File: src/rtl/bus_arbiter_if.sv
// bus_arbiter_if: request/grant, serial bus and slave-select lines shared by the masters and bus_arbiter.
// The arbiter connects through the slave modport; the master modport is the requesters' view.
interface bus_arbiter_if #(
    parameter int NUM_MASTERS    = 2,
    parameter int SLAVE_SEL_BITS = 2
);
    localparam int IDW = (NUM_MASTERS > 1) ? $clog2(NUM_MASTERS) : 1;
    localparam int NSL = 1 << SLAVE_SEL_BITS;

    logic [NUM_MASTERS-1:0] m_bus_req;
    logic [NUM_MASTERS-1:0] m_addr_tx;
    logic [NUM_MASTERS-1:0] m_data_tx;
    logic [NUM_MASTERS-1:0] m_valid;
    logic [NUM_MASTERS-1:0] m_bus_ready;
    logic                   bus_addr;
    logic                   bus_data;
    logic                   bus_valid;
    logic [NSL-1:0]         slave_sel;
    logic [IDW-1:0]         grant_id;
    logic                   bus_busy;

    modport master (
        output m_bus_req, m_addr_tx, m_data_tx, m_valid,
        input  m_bus_ready, bus_addr, bus_data, bus_valid, slave_sel, grant_id, bus_busy
    );

    modport slave (
        input  m_bus_req, m_addr_tx, m_data_tx, m_valid,
        output m_bus_ready, bus_addr, bus_data, bus_valid, slave_sel, grant_id, bus_busy
    );
endinterface

File: src/rtl/bus_arbiter.sv
// bus_arbiter: round-robin owner of the shared serial bus with leading-address slave decode.
// Optional grant timeout is compiled in when BUS_ARB_TIMEOUT_EN is defined.
module bus_arbiter #(
    parameter int NUM_MASTERS    = 2,
    parameter int SLAVE_SEL_BITS = 2
`ifdef BUS_ARB_TIMEOUT_EN
    , parameter int TIMEOUT      = 64
`endif
) (
    input logic          clock,
    input logic          rstn,
    bus_arbiter_if.slave bus
);
    localparam int IDW  = (NUM_MASTERS > 1) ? $clog2(NUM_MASTERS) : 1;
    localparam int NSL  = 1 << SLAVE_SEL_BITS;
    localparam int CNTW = $clog2(SLAVE_SEL_BITS + 1);

    typedef enum logic [1:0] {S_IDLE, S_GRANT, S_ACTIVE, S_RELEASE} state_t;

    state_t                  r_state;
    logic [NUM_MASTERS-1:0]  r_ready;
    logic [IDW-1:0]          r_grantId;
    logic [IDW-1:0]          r_last;
    logic                    r_busy;
    logic [NSL-1:0]          r_slaveSel;
    logic [SLAVE_SEL_BITS-1:0] r_selShift;
    logic [CNTW-1:0]         r_bitCnt;

    logic [IDW-1:0]          w_winner;
    logic [IDW-1:0]          w_scan;
    logic                    w_anyReq;
    logic                    w_reqGranted;
    logic                    w_validGranted;
    logic [SLAVE_SEL_BITS-1:0] w_selNext;
    logic                    w_timeout;

    // Scan from the master after r_last, wrapping; the nearest requester wins.
    always_comb begin
        w_winner = '0;
        w_anyReq = 1'b0;
        w_scan   = r_last;
        for (int k = 0; k < NUM_MASTERS; k++) begin
            w_scan = (w_scan == IDW'(NUM_MASTERS - 1)) ? '0 : w_scan + IDW'(1);
            if (!w_anyReq && bus.m_bus_req[w_scan]) begin
                w_winner = w_scan;
                w_anyReq = 1'b1;
            end
        end
    end

    assign w_reqGranted   = |(r_ready & bus.m_bus_req);
    assign w_validGranted = |(r_ready & bus.m_valid);
    assign w_selNext      = (r_selShift << 1) | SLAVE_SEL_BITS'(bus.bus_addr);

`ifdef BUS_ARB_TIMEOUT_EN
    localparam int TW = (TIMEOUT > 2) ? $clog2(TIMEOUT) : 1;
    logic [TW-1:0] r_timer;

    assign w_timeout = (r_timer == TW'(TIMEOUT - 1));

    always_ff @(posedge clock) begin
        if (!rstn || r_state == S_IDLE) begin
            r_timer <= '0;
        end else if (r_state == S_GRANT || r_state == S_ACTIVE) begin
            r_timer <= r_timer + TW'(1);
        end
    end
`else
    assign w_timeout = 1'b0;
`endif

    always_ff @(posedge clock) begin
        if (!rstn) begin
            r_state    <= S_IDLE;
            r_ready    <= '0;
            r_grantId  <= '0;
            r_last     <= IDW'(NUM_MASTERS - 1);
            r_busy     <= 1'b0;
            r_slaveSel <= '0;
            r_selShift <= '0;
            r_bitCnt   <= '0;
        end else begin
            case (r_state)
                S_IDLE: begin
                    if (w_anyReq) begin
                        r_ready    <= NUM_MASTERS'(1) << w_winner;
                        r_grantId  <= w_winner;
                        r_last     <= w_winner;
                        r_busy     <= 1'b1;
                        r_selShift <= '0;
                        r_bitCnt   <= '0;
                        r_state    <= S_GRANT;
                    end
                end
                S_GRANT, S_ACTIVE: begin
                    // Dropping the request (or timing out) wins over a decode finishing in the same cycle.
                    if (!w_reqGranted || w_timeout) begin
                        r_ready    <= '0;
                        r_slaveSel <= '0;
                        r_busy     <= 1'b0;
                        r_state    <= S_RELEASE;
                    end else if (r_state == S_GRANT && w_validGranted) begin
                        r_selShift <= w_selNext;
                        r_bitCnt   <= r_bitCnt + CNTW'(1);
                        if (r_bitCnt == CNTW'(SLAVE_SEL_BITS - 1)) begin
                            r_slaveSel <= NSL'(1) << w_selNext;
                            r_state    <= S_ACTIVE;
                        end
                    end
                end
                S_RELEASE: begin
                    r_state <= S_IDLE;
                end
                default: begin
                    r_state <= S_IDLE;
                end
            endcase
        end
    end

    assign bus.m_bus_ready = r_ready;
    assign bus.bus_addr    = |(r_ready & bus.m_addr_tx);
    assign bus.bus_data    = |(r_ready & bus.m_data_tx);
    assign bus.bus_valid   = |(r_ready & bus.m_valid);
    assign bus.slave_sel   = r_slaveSel;
    assign bus.grant_id    = r_grantId;
    assign bus.bus_busy    = r_busy;
endmodule
File: src/flat_wrapper.sv
// flat-port wrapper written by rule: the top's interface ports become plain ports
module bus_arbiter_flat 
#(
    parameter int NUM_MASTERS    = 2,
    parameter int SLAVE_SEL_BITS = 2

)
  (clock, rstn, bus_m_bus_req, bus_m_addr_tx, bus_m_data_tx, bus_m_valid, bus_m_bus_ready, bus_bus_addr, bus_bus_data, bus_bus_valid, bus_slave_sel, bus_grant_id, bus_bus_busy);
  bus_arbiter_if #(.NUM_MASTERS(NUM_MASTERS), .SLAVE_SEL_BITS(SLAVE_SEL_BITS)) bus_i ();
  input logic clock;
  input logic rstn;
  input wire logic [$bits(bus_i.m_bus_req)-1:0] bus_m_bus_req;
  input wire logic [$bits(bus_i.m_addr_tx)-1:0] bus_m_addr_tx;
  input wire logic [$bits(bus_i.m_data_tx)-1:0] bus_m_data_tx;
  input wire logic [$bits(bus_i.m_valid)-1:0] bus_m_valid;
  output wire logic [$bits(bus_i.m_bus_ready)-1:0] bus_m_bus_ready;
  output wire logic [$bits(bus_i.bus_addr)-1:0] bus_bus_addr;
  output wire logic [$bits(bus_i.bus_data)-1:0] bus_bus_data;
  output wire logic [$bits(bus_i.bus_valid)-1:0] bus_bus_valid;
  output wire logic [$bits(bus_i.slave_sel)-1:0] bus_slave_sel;
  output wire logic [$bits(bus_i.grant_id)-1:0] bus_grant_id;
  output wire logic [$bits(bus_i.bus_busy)-1:0] bus_bus_busy;
  assign bus_i.m_bus_req = bus_m_bus_req;
  assign bus_i.m_addr_tx = bus_m_addr_tx;
  assign bus_i.m_data_tx = bus_m_data_tx;
  assign bus_i.m_valid = bus_m_valid;
  assign bus_m_bus_ready = bus_i.m_bus_ready;
  assign bus_bus_addr = bus_i.bus_addr;
  assign bus_bus_data = bus_i.bus_data;
  assign bus_bus_valid = bus_i.bus_valid;
  assign bus_slave_sel = bus_i.slave_sel;
  assign bus_grant_id = bus_i.grant_id;
  assign bus_bus_busy = bus_i.bus_busy;
  bus_arbiter #(.NUM_MASTERS(NUM_MASTERS), .SLAVE_SEL_BITS(SLAVE_SEL_BITS)) u_core (.clock(clock), .rstn(rstn), .bus(bus_i));
endmodule
File: config.mk
export PLATFORM = sky130hd
export DESIGN_NAME = bus_arbiter_flat
export DESIGN_NICKNAME = d
export VERILOG_FILES = /design/src/rtl/bus_arbiter_if.sv /design/src/rtl/bus_arbiter.sv /design/src/flat_wrapper.sv
export SDC_FILE = /design/constraint.sdc
export NUM_CORES = 1
export LEC_CHECK = 0
export CORE_ASPECT_RATIO = 1.2
export CORE_MARGIN = 4
export CORE_UTILIZATION = 40
export CTS_CLUSTER_SIZE = 24
export DETAILED_ROUTE_END_ITERATION = 8
export HOLD_SLACK_MARGIN = 0.05
export PLACE_DENSITY = 0.73
export SLEW_MARGIN = 10
export SYNTH_ARGS = -nofsm -noshare
export SYNTH_HDL_FRONTEND = slang
export SYNTH_SLANG_ARGS = --single-unit
File: constraint.sdc
create_clock -name clock -period 1.5 [get_ports clock]
set_input_delay 0.225 -clock clock [delete_from_list [all_inputs] [get_ports clock]]
set_output_delay 0.225 -clock clock [all_outputs]
set_load 0.005 [all_outputs]
Word-level counts from Yosys, hierarchy flattened
Index checks and enable logic that the tools add are counted.
{"block": "word_totals", "regBits": 14, "output_inout_bits": 11}
{"block": "op_classes", "n_reduce_logical": 15, "shifts": 2, "n_addsub": 3, "bitwise": 5, "n_lt_le_gt_ge": 2, "n_mux": 31, "eq_ne": 12}
{"op": "$mux 2", "n": 9}
{"op": "$mux 1", "n": 14}
{"op": "$mux 4", "n": 3}
{"op": "$reduce_or 2->1", "n": 5}
{"op": "$reduce_and 3->1", "n": 3}
{"op": "$and 2x2->2", "n": 4}
{"op": "$pmux 2 s2", "n": 2}
{"op": "$ne 2x1->1 const B", "n": 3}
{"op": "$ne 2x2->1 const B", "n": 3}
{"op": "$ne 3x3->1 const B", "n": 2}
{"op": "$pmux 2 s3", "n": 1}
{"op": "$eq 2x1->1 const B", "n": 2}
{"op": "$eq 2x2->1 const B", "n": 2}
{"op": "$lt 1x2->1 const B", "n": 2}
{"op": "$pmux 1 s2", "n": 2}
{"op": "$reduce_and 4->1", "n": 1}
{"op": "$shl 1x2->4 const A", "n": 1}
{"op": "$add 1x1->1 const B", "n": 2}
{"op": "$add 2x1->2 const B", "n": 1}
{"op": "$logic_and 1x1->1", "n": 2}
{"op": "$logic_not 2->1", "n": 1}
{"op": "$or 2x1->2", "n": 1}
{"op": "$reduce_and 2->1", "n": 1}
{"op": "$reduce_bool 2->1", "n": 1}
{"op": "2 further kinds", "n": 2}

Logic depth before layout (Yosys ltp)
{"block": "logic_depth", "ltp_word": 11, "mapped_depth": 6}

Worst setup path after synthesis
No wires, ideal clock.
{"block": "synth_timing", "kind": "reg2reg", "from": "register u_core.r_state[0]", "to": "register u_core.r_state[0]", "setup_time_ns": 0.126, "t_arrival_ns": 1.477, "stages_incl_launch_ff": 7, "slack_ns": -0.103, "synth_period_minus_slack_ns": 1.603, "required_time_ns": 1.374, "cell_sequence": "dfxtp_1 > inv_1 > ha_1 > buf_2 > a221oi_1 > o21bai_1 > mux2i_1"}
{"block": "synth_between", "elab_chain_len": 4, "elab_cells_between_ends": 11, "classes_between": "eq/ne: 6; mux: 1; reduce/logical: 4"}
{"element": "start, declared", "line": "bus_arbiter.sv:20", "source": "state_t r_state;"}
{"element": "start signal, assigned", "line": "bus_arbiter.sv:74", "source": "r_state <= S_IDLE;"}
{"element": "start signal, assigned", "line": "bus_arbiter.sv:92", "source": "r_state <= S_GRANT;"}
{"element": "start signal, assigned", "line": "bus_arbiter.sv:101", "source": "r_state <= S_RELEASE;"}
{"element": "$eq 2x2->1 / $eq 2x1->1 (equally long branches)", "line": "bus_arbiter.sv:83, bus_arbiter.sv:102"}
{"element": "$reduce_or 2->1 / $logic_and 1x1->1 (equally long branches)", "line": "bus_arbiter.sv:83, bus_arbiter.sv:102"}
{"element": "$ne 3x3->1 (no source line)"}
{"element": "$reduce_and 3->1 (no source line)"}
Parallel ways exist; a longest one is shown, timed or not.
A chain may end at the register's enable or synchronous reset.

Worst setup path after layout
{"block": "layout_timing", "from": "register u_core.r_ready[1], in the netlist u_core.bus.m_bus_ready[1]", "to": "register u_core.r_ready[1], in the netlist u_core.bus.m_bus_ready[1]"}
{"block": "layout_between", "elab_chain_len": 4}
{"element": "start, declared", "line": "bus_arbiter.sv:21", "source": "logic [NUM_MASTERS-1:0] r_ready;"}
{"element": "start signal, assigned", "line": "bus_arbiter.sv:86", "source": "r_ready <= NUM_MASTERS'(1) << w_winner;"}
{"element": "$and 2x2->2", "line": "bus_arbiter.sv:51", "source": "assign w_reqGranted = |(r_ready & bus.m_bus_req);"}
{"element": "$reduce_or 2->1", "line": "bus_arbiter.sv:51"}
{"element": "$ne 2x2->1 (no source line)"}
{"element": "$reduce_and 3->1 (no source line)"}
No other way between the ends.

==> reports/results.ini <==
[layout]
finalNetCount=141
final_cell_mix=nand2_1, clkdlybuf4s50_1, buf_4
n_antenna_cell=0
design_area_um2=1250
fin_util_pct=66.2
syn2layout_area_growth_pct=52.6
drive_above_1_share_pct=30.6

[clocking]
cts_buffers=3
clk_pin_slew_worst_paths_ns=0.09
clock-sinks=14
htreeDepth=1
clock_path_buffers=2
insertion_delay_ns=0.28
root_buffer=clkbuf_4
cts_tree=yes

[power]
p_total_mw=2.20
ir_drop_mv=1.09
switchingPower_uw=822
sequentialPowerShare_pct=25.2
switching_share_pct=37.3
p_per_area_nw_per_um2=1760
share_comb_of_total_power_pct=62.3
internal_power_mw=1.38
p_leak_nw=0.556
p_clk_share_pct=12.5

[logic_synthesis]
async_reset_ff_share_pct=0
synth_fa_ha_area_share_pct=9.15
synthTopCellsByArea=dfxtp_1, mux2i_1, ha_1
synth_compound_area_share_pct=18.9
syn_area_per_cell_um2=9.22
synth_nets=105
synth-edff-count=0
synth_top_family_by_area=simple AND/OR/NAND/NOR gates
syn_inst=89
syn-cell-area_um2=821
synthSimpleGateAreaFrac_pct=20.1
synthMuxAreaShare_pct=13.4
yosys_warnings=0
yosysSeqAreaShare_pct=34.1
synth_seq_cells=14
synthXorXnorAreaFrac_pct=0
ys.flop_type=dfxtp_1
synth_top_area_share_pct=34.1
yosys.area.top_type=dfxtp_1
synth_cell_types=28

[critical_path]
critical_path_arrival_ns=1.60
criticalPathCategory=flip-flop to flip-flop
critical_path_required_ns=1.68
start_kind=flip-flop
endpoint_kind=flip-flop
crit_fanout=4

[place]
post_dp_cell_area_um2=1130
numPortBuffers=20
gp_congestion=0.724
place_hpwl_um=1400

[sta]
rsz0062_at_grt=false
worstMarginPinSlew_ns=0.337
final.setup.tns_ns=0
maxSlewViolCount=0
setup_viol=0
fmax_ghz=0.704
timing.slew.headroom_pct=77.3
skew_ns=0.00208
finalHoldViolations=0
final.min_clock_period_ns=1.42
min_period_over_period_pct=94.7

[routing]
dr.pass1.iters=4
postRouteWirelength_um=1900
vias_per_cell=5.17
antenna_left=0
first_iter_violations=10
num_vias=740
wl_per_cell_um=13.3
drc_errors=0

[global_route]
antenna_found_initial=0
track_usage_pct=13.6
grt_pass1_wl_um=3060
grt_max_degree=24
grt_pass1_vias=733
grt_overflow_total=0

[status]
status=finished, final reports clean

[floorplanning]
core-area_um2=1890
die_area_um2=2840
rows=17
start_util_pct=43.4
die_x_um=49.4
ios=21
die_y_um=57.6

[min_path]
min_path_type=flip-flop to flip-flop

[job]
drv_cap=0

-- logic make-up (layout without fill, tap and decap cells) --
logic type                 Yosys count  in the layout
muxes                               11             11
and+or+nand+nor                     33             33
adders and majority gates            6              6
DFF                                 14             14
buffers and inverters                9             44
AOI/OAI and AO/OA                   16             16
-- cells in the mapped netlist, types with 2 or more instances --
cell type  count
dfxtp_1       14
nand3_1        5
inv_1          5
mux2i_1       11
a22oi_1        2
nor2b_1        5
ha_1           6
a22o_1         2
nand3b_1       2
nor2_1         2
a22oi_2        2
nand2_1       16
clkbuf_1       2
-- power groups by stage --
stage | Combinational (mW) | Clock [mW] | Sequential, mW
floorplan | 0.825 | 0 | 0.553
global placement | 1.22 | 0 | 0.555
detailed placement | 1.24 | 0 | 0.556
CTS | 1.31 | 0.279 | 0.550
global route | 1.51 | 0.301 | 0.568
finish | 1.37 | 0.276 | 0.555
-- layout make-up --
cell class,instances,area [µm²]
clock buffer,4,36.3
fill,159,641
inverter,6,22.5
multi-input combinational,66,553
sequential,14,290
tap,19,23.8
timing repair buffer,34,327
-- state kept, by name, summed over array words and instances, names as in the netlist --
signal	cells
u_core.bus.slave_sel	4
u_core.bus.m_bus_ready	2
u_core.r_bitCnt	2
u_core.r_state	2
u_core.bus.bus_busy	1
u_core.bus.grant_id	1
u_core.r_last	1
u_core.r_selShift	1
-- per-layer routing --
layer	vias up	part of all wire, %	track usage (%)
met2	15	50	25.5
met3	4	3.2	1.80
met5	-	0	0
met1	340	46	15.1
met4	0	1.4	6.10
li1	381	-	-
-- critical path: stages (launching register included) --
cell and delay [ns]:
dfxtp_4 0.37, buf_12 0.13, a22o_4 0.25, a211oi_4 0.29, mux2i_1 0.22, nor2b_1 0.06
-- metrics by stage --
| stage | hold slack, ns | setup slack [ns] | std cells |
|---|---|---|---|
| after floorplan | 0.387 | 0.00742 | 89 |
| after global placement | 0.445 | -0.163 | 135 |
| after detailed placement | 0.458 | -0.205 | 135 |
| after CTS | 0.470 | 0.000531 | 143 |
| after global routing | 0.502 | 0.000745 | 143 |
| final | 0.466 | 0.0796 | 143 |
-- timing repair --
item                       CTS  global route
setup endpoints to repair    8             8
hold buffers                 0             0
gates resized for setup     10             9
buffers inserted             4             0
pin swaps                    1             4
-- worst paths after layout --
check | startpoint | endpoint | slack, ns | cells past startpoint
max | u_core.bus.m_bus_ready[1] | u_core.bus.m_bus_ready[1] | 0.08 | 5
min | u_core.r_bitCnt[1] | u_core.r_bitCnt[1] | 0.47 | 2
max reg2reg | u_core.bus.m_bus_ready[1] | u_core.bus.m_bus_ready[1] | 0.08 | 5
min reg2reg | u_core.r_bitCnt[1] | u_core.r_bitCnt[1] | 0.47 | 2
Power figures use the tool's default switching activity.
